===== config.mk =====
export PLATFORM = sky130hd
export DESIGN_NAME = inst_fetch_unit_flat
export DESIGN_NICKNAME = d
export VERILOG_FILES = /design/src/rtl/nios_isa_pkg.sv /design/src/rtl/inst_fetch_unit_if.sv /design/src/rtl/ifu_pc_next.sv /design/src/rtl/inst_fetch_unit.sv /design/src/flat_wrapper.sv
export SDC_FILE = /design/constraint.sdc
export NUM_CORES = 1
export LEC_CHECK = 0
export BUFFER_PORTS_ARGS = -buffer_cell sky130_fd_sc_hd__buf_2
export CORE_MARGIN = 2
export CORE_UTILIZATION = 56
export CTS_CLUSTER_DIAMETER = 80
export DETAILED_ROUTE_END_ITERATION = 8
export HOLD_SLACK_MARGIN = 0.03
export PLACE_DENSITY = 0.81
export SLEW_MARGIN = 10
export SYNTH_ARGS = -nofsm -noshare
export SYNTH_HDL_FRONTEND = slang
export SYNTH_HIERARCHICAL = 1
export SYNTH_SLANG_ARGS = --single-unit

===== constraint.sdc =====
create_clock -name clock -period 5.5 [get_ports clock]
set_clock_uncertainty 0.05 [all_clocks]
set_input_delay 0.55 -clock clock [delete_from_list [all_inputs] [get_ports clock]]
set_output_delay 0.55 -clock clock [all_outputs]
set_load 0.02 [all_outputs]

===== src/rtl/nios_isa_pkg.sv =====
// NIOS II ISA constants and instruction-fetch state encoding.
// Shared by the fetch unit and its next-PC helper.
package nios_isa_pkg;

  localparam logic [5:0] OP_BR  = 6'h06;
  localparam logic [5:0] OP_BLT = 6'h16;
  localparam logic [5:0] OP_LDW = 6'h17;
  localparam logic [5:0] OP_STW = 6'h15;
  localparam logic [5:0] OP_ORI = 6'h14;

  localparam int OPC_MSB = 5;
  localparam int OPC_LSB = 0;
  localparam int IMM_MSB = 21;
  localparam int IMM_LSB = 6;
  localparam int A_MSB   = 31;
  localparam int A_LSB   = 27;
  localparam int B_MSB   = 26;
  localparam int B_LSB   = 22;

  typedef logic [1:0] ifu_state_t;

  localparam ifu_state_t S_FETCH = 2'd0;
  localparam ifu_state_t S_WAIT  = 2'd1;
  localparam ifu_state_t S_HOLD  = 2'd2;
  localparam ifu_state_t S_DRAIN = 2'd3;

  function automatic logic is_br(input logic [31:0] inst);
    return inst[OPC_MSB:OPC_LSB] == OP_BR;
  endfunction

  function automatic logic [15:0] imm16(input logic [31:0] inst);
    return inst[IMM_MSB:IMM_LSB];
  endfunction

endpackage


===== src/rtl/inst_fetch_unit_if.sv =====
// Fetch-unit bus: instruction-memory port, decode handshake and redirect.
// master = fetch unit, slave = memory/decode side.
interface inst_fetch_unit_if #(
  parameter int ADDR_W = 32
);
  logic              imem_req;
  logic [ADDR_W-1:0] imem_addr;
  logic [31:0]       imem_rdata;
  logic              imem_valid;
  logic [31:0]       inst_out;
  logic [ADDR_W-1:0] pc_out;
  logic              inst_valid;
  logic              inst_ready;
  logic              redirect;
  logic [ADDR_W-1:0] redirect_pc;

  modport master (
    output imem_req, imem_addr,
    output inst_out, pc_out, inst_valid,
    input  imem_rdata, imem_valid,
    input  inst_ready, redirect, redirect_pc
  );

  modport slave (
    input  imem_req, imem_addr,
    input  inst_out, pc_out, inst_valid,
    output imem_rdata, imem_valid,
    output inst_ready, redirect, redirect_pc
  );
endinterface


===== src/rtl/ifu_pc_next.sv =====
// Next-PC select: redirect target, br target or sequential pc+4.
// Targets are word-aligned; arithmetic wraps modulo 2^ADDR_W.
module ifu_pc_next
  import nios_isa_pkg::*;
#(
  parameter int ADDR_W = 32
) (
  input  logic [ADDR_W-1:0] i_pc,
  input  logic [31:0]       i_inst,
  input  logic              i_redirect,
  input  logic [ADDR_W-1:0] i_redirect_pc,
  output logic [ADDR_W-1:0] o_pc_next
);

  localparam logic [ADDR_W-1:0] MASK = ~ADDR_W'(3);

  logic [15:0]       w_imm;
  logic [ADDR_W-1:0] w_sext;
  logic [ADDR_W-1:0] w_seq;
  logic [ADDR_W-1:0] w_br;

  assign w_imm  = imm16(i_inst);
  assign w_sext = {{(ADDR_W-16){w_imm[15]}}, w_imm};
  assign w_seq  = i_pc + ADDR_W'(4);
  assign w_br   = (w_seq + w_sext) & MASK;

  always_comb begin
    o_pc_next = w_seq;
    unique case (1'b1)
      i_redirect:     o_pc_next = i_redirect_pc & MASK;
      is_br(i_inst):  o_pc_next = w_br;
      default:        o_pc_next = w_seq;
    endcase
  end

endmodule


===== src/rtl/inst_fetch_unit.sv =====
// Instruction fetch: owns the PC, one outstanding imem request,
// holds each word until decode takes it; resolves br locally.
module inst_fetch_unit
  import nios_isa_pkg::*;
#(
  parameter int              ADDR_W   = 32,
  parameter logic [ADDR_W-1:0] RESET_PC = '0
) (
  input logic               clock,
  input logic               reset,
  inst_fetch_unit_if.master bus
);

  ifu_state_t        r_state;
  logic [ADDR_W-1:0] r_pc;
  logic [31:0]       r_inst;
  logic [ADDR_W-1:0] r_pc_out;
  logic              r_valid;
  logic              r_req;
  logic [ADDR_W-1:0] r_addr;

  logic [ADDR_W-1:0] w_pc_next;
  logic              w_fetch;
  logic              w_wait;
  logic              w_hold;
  logic              w_drain;

  assign w_fetch = r_state == S_FETCH;
  assign w_wait  = r_state == S_WAIT;
  assign w_hold  = r_state == S_HOLD;
  assign w_drain = r_state == S_DRAIN;

  ifu_pc_next #(
    .ADDR_W (ADDR_W)
  ) u_pc_next (
    .i_pc          (r_pc),
    .i_inst        (r_inst),
    .i_redirect    (bus.redirect),
    .i_redirect_pc (bus.redirect_pc),
    .o_pc_next     (w_pc_next)
  );

  always_ff @(posedge clock or negedge reset) begin
    if (!reset) begin
      r_state  <= S_FETCH;
      r_pc     <= RESET_PC;
      r_inst   <= '0;
      r_pc_out <= '0;
      r_valid  <= 1'b0;
      r_req    <= 1'b0;
      r_addr   <= RESET_PC;
    end else if (bus.redirect) begin
      r_pc    <= w_pc_next;
      r_valid <= 1'b0;
      r_req   <= 1'b0;
      unique case (1'b1)
        w_fetch: begin
          // a request already on the bus is still owed a response
          if (r_req) begin
            r_state <= S_DRAIN;
          end else begin
            r_req  <= 1'b1;
            r_addr <= w_pc_next;
          end
        end
        w_wait, w_drain: begin
          if (bus.imem_valid) begin
            r_state <= S_FETCH;
            r_req   <= 1'b1;
            r_addr  <= w_pc_next;
          end else begin
            r_state <= S_DRAIN;
          end
        end
        w_hold: begin
          r_state <= S_FETCH;
          r_req   <= 1'b1;
          r_addr  <= w_pc_next;
        end
        default: r_state <= S_FETCH;
      endcase
    end else begin
      unique case (1'b1)
        w_fetch: begin
          // after reset FETCH first raises the request, then moves on
          if (r_req) begin
            r_req   <= 1'b0;
            r_state <= S_WAIT;
          end else begin
            r_req  <= 1'b1;
            r_addr <= r_pc;
          end
        end
        w_wait: begin
          if (bus.imem_valid) begin
            r_inst   <= bus.imem_rdata;
            r_pc_out <= r_pc;
            r_valid  <= 1'b1;
            r_state  <= S_HOLD;
          end
        end
        w_hold: begin
          if (bus.inst_ready) begin
            r_valid <= 1'b0;
            r_pc    <= w_pc_next;
            r_req   <= 1'b1;
            r_addr  <= w_pc_next;
            r_state <= S_FETCH;
          end
        end
        w_drain: begin
          if (bus.imem_valid) begin
            r_req   <= 1'b1;
            r_addr  <= r_pc;
            r_state <= S_FETCH;
          end
        end
        default: r_state <= S_FETCH;
      endcase
    end
  end

  assign bus.imem_req   = r_req;
  assign bus.imem_addr  = r_addr;
  assign bus.inst_out   = r_inst;
  assign bus.pc_out     = r_pc_out;
  assign bus.inst_valid = r_valid;

endmodule

===== src/flat_wrapper.sv =====
// flat-port wrapper written by rule: the top's interface ports become plain ports
module inst_fetch_unit_flat import nios_isa_pkg::*;
#(
  parameter int              ADDR_W   = 32,
  parameter logic [ADDR_W-1:0] RESET_PC = '0
)
  (clock, reset, bus_imem_req, bus_imem_addr, bus_inst_out, bus_pc_out, bus_inst_valid, bus_imem_rdata, bus_imem_valid, bus_inst_ready, bus_redirect, bus_redirect_pc);
  inst_fetch_unit_if #(.ADDR_W(ADDR_W)) bus_i ();
  input logic clock;
  input logic reset;
  output wire logic [$bits(bus_i.imem_req)-1:0] bus_imem_req;
  output wire logic [$bits(bus_i.imem_addr)-1:0] bus_imem_addr;
  output wire logic [$bits(bus_i.inst_out)-1:0] bus_inst_out;
  output wire logic [$bits(bus_i.pc_out)-1:0] bus_pc_out;
  output wire logic [$bits(bus_i.inst_valid)-1:0] bus_inst_valid;
  input wire logic [$bits(bus_i.imem_rdata)-1:0] bus_imem_rdata;
  input wire logic [$bits(bus_i.imem_valid)-1:0] bus_imem_valid;
  input wire logic [$bits(bus_i.inst_ready)-1:0] bus_inst_ready;
  input wire logic [$bits(bus_i.redirect)-1:0] bus_redirect;
  input wire logic [$bits(bus_i.redirect_pc)-1:0] bus_redirect_pc;
  assign bus_imem_req = bus_i.imem_req;
  assign bus_imem_addr = bus_i.imem_addr;
  assign bus_inst_out = bus_i.inst_out;
  assign bus_pc_out = bus_i.pc_out;
  assign bus_inst_valid = bus_i.inst_valid;
  assign bus_i.imem_rdata = bus_imem_rdata;
  assign bus_i.imem_valid = bus_imem_valid;
  assign bus_i.inst_ready = bus_inst_ready;
  assign bus_i.redirect = bus_redirect;
  assign bus_i.redirect_pc = bus_redirect_pc;
  inst_fetch_unit #(.ADDR_W(ADDR_W), .RESET_PC(RESET_PC)) u_core (.clock(clock), .reset(reset), .bus(bus_i));
endmodule

# Word-level counts from Yosys, hierarchy flattened
# Cells that the tools add are included.
# op_classes
reduce_logical	12
addsub	2
eq_ne	11
mux	30
bitwise_logic	1
# ops
cell	count
$mux 32	8
$pmux 32 s3	2
$pmux 32 s2	1
$add 32x3->32 const B	1
$add 32x32->32	1
$mux 2	7
$ne 3x3->1 const B	4
$reduce_and 3->1	3
$pmux 2 s4	1
$mux 1	7
$eq 6x3->1 const B	1
$pmux 1 s3	2
$reduce_and 6->1	1
$eq 2x2->1 const B	2
$ne 4x1->1 const B	1
$pmux 2 s2	1
$reduce_and 4->1	1
$reduce_bool 2->1	2
$reduce_bool 4->1	1
$reduce_bool 3->1	1
$eq 2x1->1 const B	1
$logic_not 2->1	1
$ne 2x1->1 const B	1
$ne 2x2->1 const B	1
other kinds (4)	4
# totals
output_inout_bits	98
ff_bits	132

# Longest topological paths before layout
# logic_depth
depth_word	6
ltp_mapped	18

# By module
# Netlist, hierarchy kept.
# modules_own_cells
mod	cells_per_inst	n_inst	area_each_um2	seq_area_each_um2
inst_fetch_unit	335	1	5509.0	3303.2
ifu_pc_next	420	1	2800.2	0.0

# Least setup slack after synthesis
# No wires, ideal clock.
# synth_timing
kind	reg-to-reg
start	register u_core.r_pc[2]
end	register u_core.r_addr[29], in the netlist u_core/bus.imem_addr[29]
stages_incl_launch_ff	19
path_slack_ns	1.183
arrival_ns	4.142
period_less_slack_ns	4.317
setup_time_ns	0.125
path_buffers	2
path_cell_list	dfrtp_1 -> ha_1 -> and4_1 -> nor4b_1 -> and4_1 -> clkbuf_1 -> nand2_1 -> xnor2_1 -> ha_1 -> clkbuf_1 -> a21oi_1 -> inv_1 -> a21o_1 -> a221o_1 -> a31oi_1 -> xnor2_1 -> a221o_1 -> mux2_2 -> mux2_4
# synth_via
elab_chain_len	6
# synth_lines
element	line_no	text
start, declared	inst_fetch_unit.sv:15	logic [ADDR_W-1:0] r_pc;
start signal, assigned	inst_fetch_unit.sv:53	r_pc <= w_pc_next;
start signal, assigned	inst_fetch_unit.sv:105	r_pc <= w_pc_next;
$add 32x3->32 *	ifu_pc_next.sv:24	assign w_seq = i_pc + ADDR_W'(4);
$add 32x32->32	ifu_pc_next.sv:25	assign w_br = (w_seq + w_sext) & MASK;
$pmux 32 s2 *	ifu_pc_next.sv:29	unique case (1'b1)
via u_core.w_pc_next[29]	inst_fetch_unit.sv:22	logic [ADDR_W-1:0] w_pc_next;
$mux 32 (on tied branches)	inst_fetch_unit.sv:103, inst_fetch_unit.sv:59, inst_fetch_unit.sv:67	
$pmux 32 s3 (on tied branches)	inst_fetch_unit.sv:83, inst_fetch_unit.sv:56	
$mux 32 *	inst_fetch_unit.sv:52	end else if (bus.redirect) begin
end signal, assigned	inst_fetch_unit.sv:63	r_addr <= w_pc_next;
end signal, assigned	inst_fetch_unit.sv:91	r_addr <= r_pc;
end signal, assigned	inst_fetch_unit.sv:107	r_addr <= w_pc_next;
end, declared	inst_fetch_unit.sv:20	logic [ADDR_W-1:0] r_addr;
# Mark *: on every way through the listed nets, which the timed path passes. The rest lies on a longest branch. The select of a mux whose other input is x is not followed.
# A chain may end at the register's enable or synchronous reset.

# Final worst setup path
# Ends and elaborated chain as after synthesis.

==> out/metrics.csv <==
stage,metric,value,unit
timing,slew_viol_final,0,
setup_path,crit_required,5.76,ns
global_routing,grt_pass1_vias,6540,
status,status,"complete, no violations",
final_layout,multi_input_area,0.004760,mm2
floorplanning,fp.dieH,125.8,um
final_layout,final_nets,1013,
yosys,async_reset_ff_share,100.0,%
setup_path,critPathKind,reg -> reg,
routing,totalWireLength,20410,um
global_routing,grt-ovfl-total,0,
timing,rsz0062_at_grt,false,
routing,wl_met1,8909,um
global_routing,grt_pass1_wl,33360,um
routing,drtAntennaViolNets,0,
final_layout,n_fill_cell,1143,
yosys,synth.area.top_cells,"dfrtp_1, mux2_2, ha_1",
yosys,synth_edf_count,0,
yosys,avgSynthCellArea,11.01,um2
clock_tree,post_cts_buffers,0,
global_routing,track_usage,26.30,%
clock_tree,ctsResizeCount,0,
pwr,irDropWorstVdd,435.9,uV
clock_tree,clock_latency,0.43,ns
final_layout,layout.cells.non_filler,1103,
yosys,synth.net_count,862,
setup_path,crit_fanout,6,
floorplanning,pin_count,167,
clock_tree,cts_max_path_buffers,2,
placed_design,gp_congestion,0.9398,
floorplanning,rows,44,
clock_tree,cts_tree,yes,
floorplanning,initial_utilization,57.17,%
timing,maxSlewHeadroom,18.71,%
yosys,ys_ff_latch,132,
pwr,total_leakage_power,4.626,nW
setup_path,start_kind,flip-flop,
clock_tree,root_buffer,clkbuf_16,
routing,firstDrtPassIters,7,
routing,drt_iter0_markers,438,
setup_path,arrival,4.89,ns
routing,met2WireLength,9725,um
clock_tree,cts.clk_slew.worst_paths,0.06,ns
global_routing,grt_max_degree,69,
yosys,yosysSeqAreaShare,39.75,%
worst_hold_path,hold_class,in -> async,
placed_design,dpl.hpwl,14310,um
yosys,synth_largest_area_cell,dfrtp_1,
placed_design,dp_cells,1071,
timing,setup_violations,0,
final_layout,drive_gt1_share,40.15,%
pwr,power_density,707.5,mW/mm2
timing,fmax,216.2,MHz
floorplanning,coreArea,0.01453,mm2
setup_path,endpoint_kind,flip-flop,
clock_tree,cts-htree-levels,4,
routing,drc,0,
final_layout,antennaDiodeCount,0,
yosys,syn_inst,755,
final_layout,seq_area,0.003303,mm2
final_layout,area_growth,18.85,%
clock_tree,clkSinkCount,132,
routing,viasPerCell,5.928,
routing,vias,6539,
routing,top_layer,met5,
timing,hold_violations,0,
global_routing,antenna_found_initial,1,
floorplanning,die_area,0.01583,mm2
flow_run,drv_cap,0,
clock_tree,cts-buffers-inserted,17,
timing,fin_crit_sh,84.09,%
timing,worst_pin_slew,1.217,ns
yosys,synth_cell_types,58,
yosys,synth_top_area_share,39.75,%
routing,dr_wl_met3,1403,um
clock_tree,postCtsHoldBufs,0,
timing,whs,0.04064,ns
yosys,netlist_area,0.008309,mm2
yosys,yosysWarnings,6,
floorplanning,dieWidth,125.8,um
yosys,synth_ff_type,dfrtp_1,
timing,tns,0,ns
routing,wl_per_cell,18.50,um
timing,fin_crit,4.625,ns
placed_design,io_buffers,164,
[stage by stage]
| step | instance area, um2 | power (mW) | setup slack (ns) | util (%) |
|---|---|---|---|---|
| after floorplan | 8309 | 4.732 | 1.183 | - |
| after global placement | 9236 | 5.618 | 0.9990 | 63.55 |
| after detailed placement | 9236 | 5.706 | 0.9514 | 63.55 |
| after CTS | 9876 | 6.986 | 0.9369 | 67.95 |
| after global routing | 9876 | 7.456 | 0.5973 | 67.95 |
| final | 9876 | 6.987 | 0.8751 | 67.95 |
[layout make-up]
type | instances | share of cell area [%]
timing repair buffer | 172 | 8.983
inverter | 15 | 0.5701
clock buffer | 18 | 4.447
clock inverter | 14 | 2.027
tap | 184 | 2.331
multi-input combinational | 568 | 48.19
sequential | 132 | 33.45
[cells in the mapped netlist, drive strengths merged, types with 2 or more instances]
| master | count |
|---|---|
| mux2 | 161 |
| dfrtp | 132 |
| a21oi | 47 |
| o21ai | 40 |
| ha | 38 |
| nand2 | 34 |
| xnor2 | 31 |
| nor2 | 30 |
| a22oi | 25 |
| nand4 | 24 |
| clkbuf | 23 |
| xor2 | 20 |
| nand3 | 18 |
| buf | 17 |
| inv | 15 |
| a21o | 13 |
| nor3 | 11 |
| a31oi | 6 |
| and4 | 6 |
| o21a | 6 |
| and2 | 5 |
| and3 | 5 |
| o21bai | 5 |
| a211oi | 4 |
| a221o | 4 |
| nand2b | 4 |
| o211ai | 4 |
| a221oi | 3 |
| nor4b | 3 |
| o31ai | 3 |
| a21boi | 2 |
| nand3b | 2 |
| or4 | 2 |
[sequential cells by signal (all words and copies together) (netlist names)]
signal / flops
u_core/r_state: 2
u_core/r_pc: 32
u_core/bus.pc_out: 32
u_core/bus.imem_req: 1
u_core/bus.inst_valid: 1
u_core/bus.imem_addr: 32
u_core/bus.inst_out: 32
[critical path: stages, from the launching register on]
cell and delay [ns]:
dfrtp_1 0.45, ha_1 0.25, and4_1 0.33, nor4b_1 0.25, buf_4 0.19, and4_1 0.37, nand3_1 0.13, xnor2_1 0.27
ha_1 0.31, a21oi_1 0.25, o21ai_0 0.17, a221o_1 0.31, a31oi_1 0.23, xnor2_1 0.11, a221o_1 0.31, mux2_2 0.27
mux2_4 0.25
[report_power, final]
part	switching (mW)	total, mW	leakage, nW	internal, mW
logic	2.18	3.91	2.70	1.73
registers	0.432	1.85	1.62	1.42
clock network	0.447	1.22	0.303	0.774
[metal layers]
metal  vias to the layer above  GRT usage [%]
met1                      3162          34.37
li1                       3120              -
met4                         2          9.050
met5                         -              0
met3                        27          6.797
met2                       228          42.83
[worst paths after layout]
check	from	end	slack (ns)	cells after the start
max	u_core/r_pc[2]	u_core/bus.imem_addr[29]	0.88	16
min	reset	u_core/bus.inst_out[25]	0.04	1
max reg2reg	u_core/r_pc[2]	u_core/bus.imem_addr[29]	0.88	16
min reg2reg	u_core/bus.inst_out[27]	u_core/bus.inst_out[27]	0.44	1
max in group asynchronous	reset	u_core/bus.pc_out[31]	4.07	2
min in group clock	bus_imem_rdata[1]	u_core/bus.inst_out[1]	0.29	2
[placed cells by master, fill, tap and decap left out, types with 8 or more instances in the layout]
master / n
buf_2: 163
dfrtp_1: 132
mux2_2: 120
a21oi_1: 46
o21ai_0: 38
ha_1: 38
nand2_1: 34
xnor2_1: 31
mux2_4: 30
nor2_1: 27
a22oi_1: 25
nand4_1: 23
xor2_1: 20
clkbuf_16: 17
nand3_1: 17
inv_1: 14
a21o_1: 13
mux2_1: 11
nor3_1: 10
buf_4: 8
[cells by family after synthesis]
group	after synthesis	share of synthesized area [%]
compound gates	169	13.07
mux	161	23.17
buf+inv	55	3.147
fa+ha+maj	38	5.722
flops	132	39.75
xor+xnor	51	5.376
simple gates	149	9.757
No activity file was read; power rests on OpenSTA's default activity.
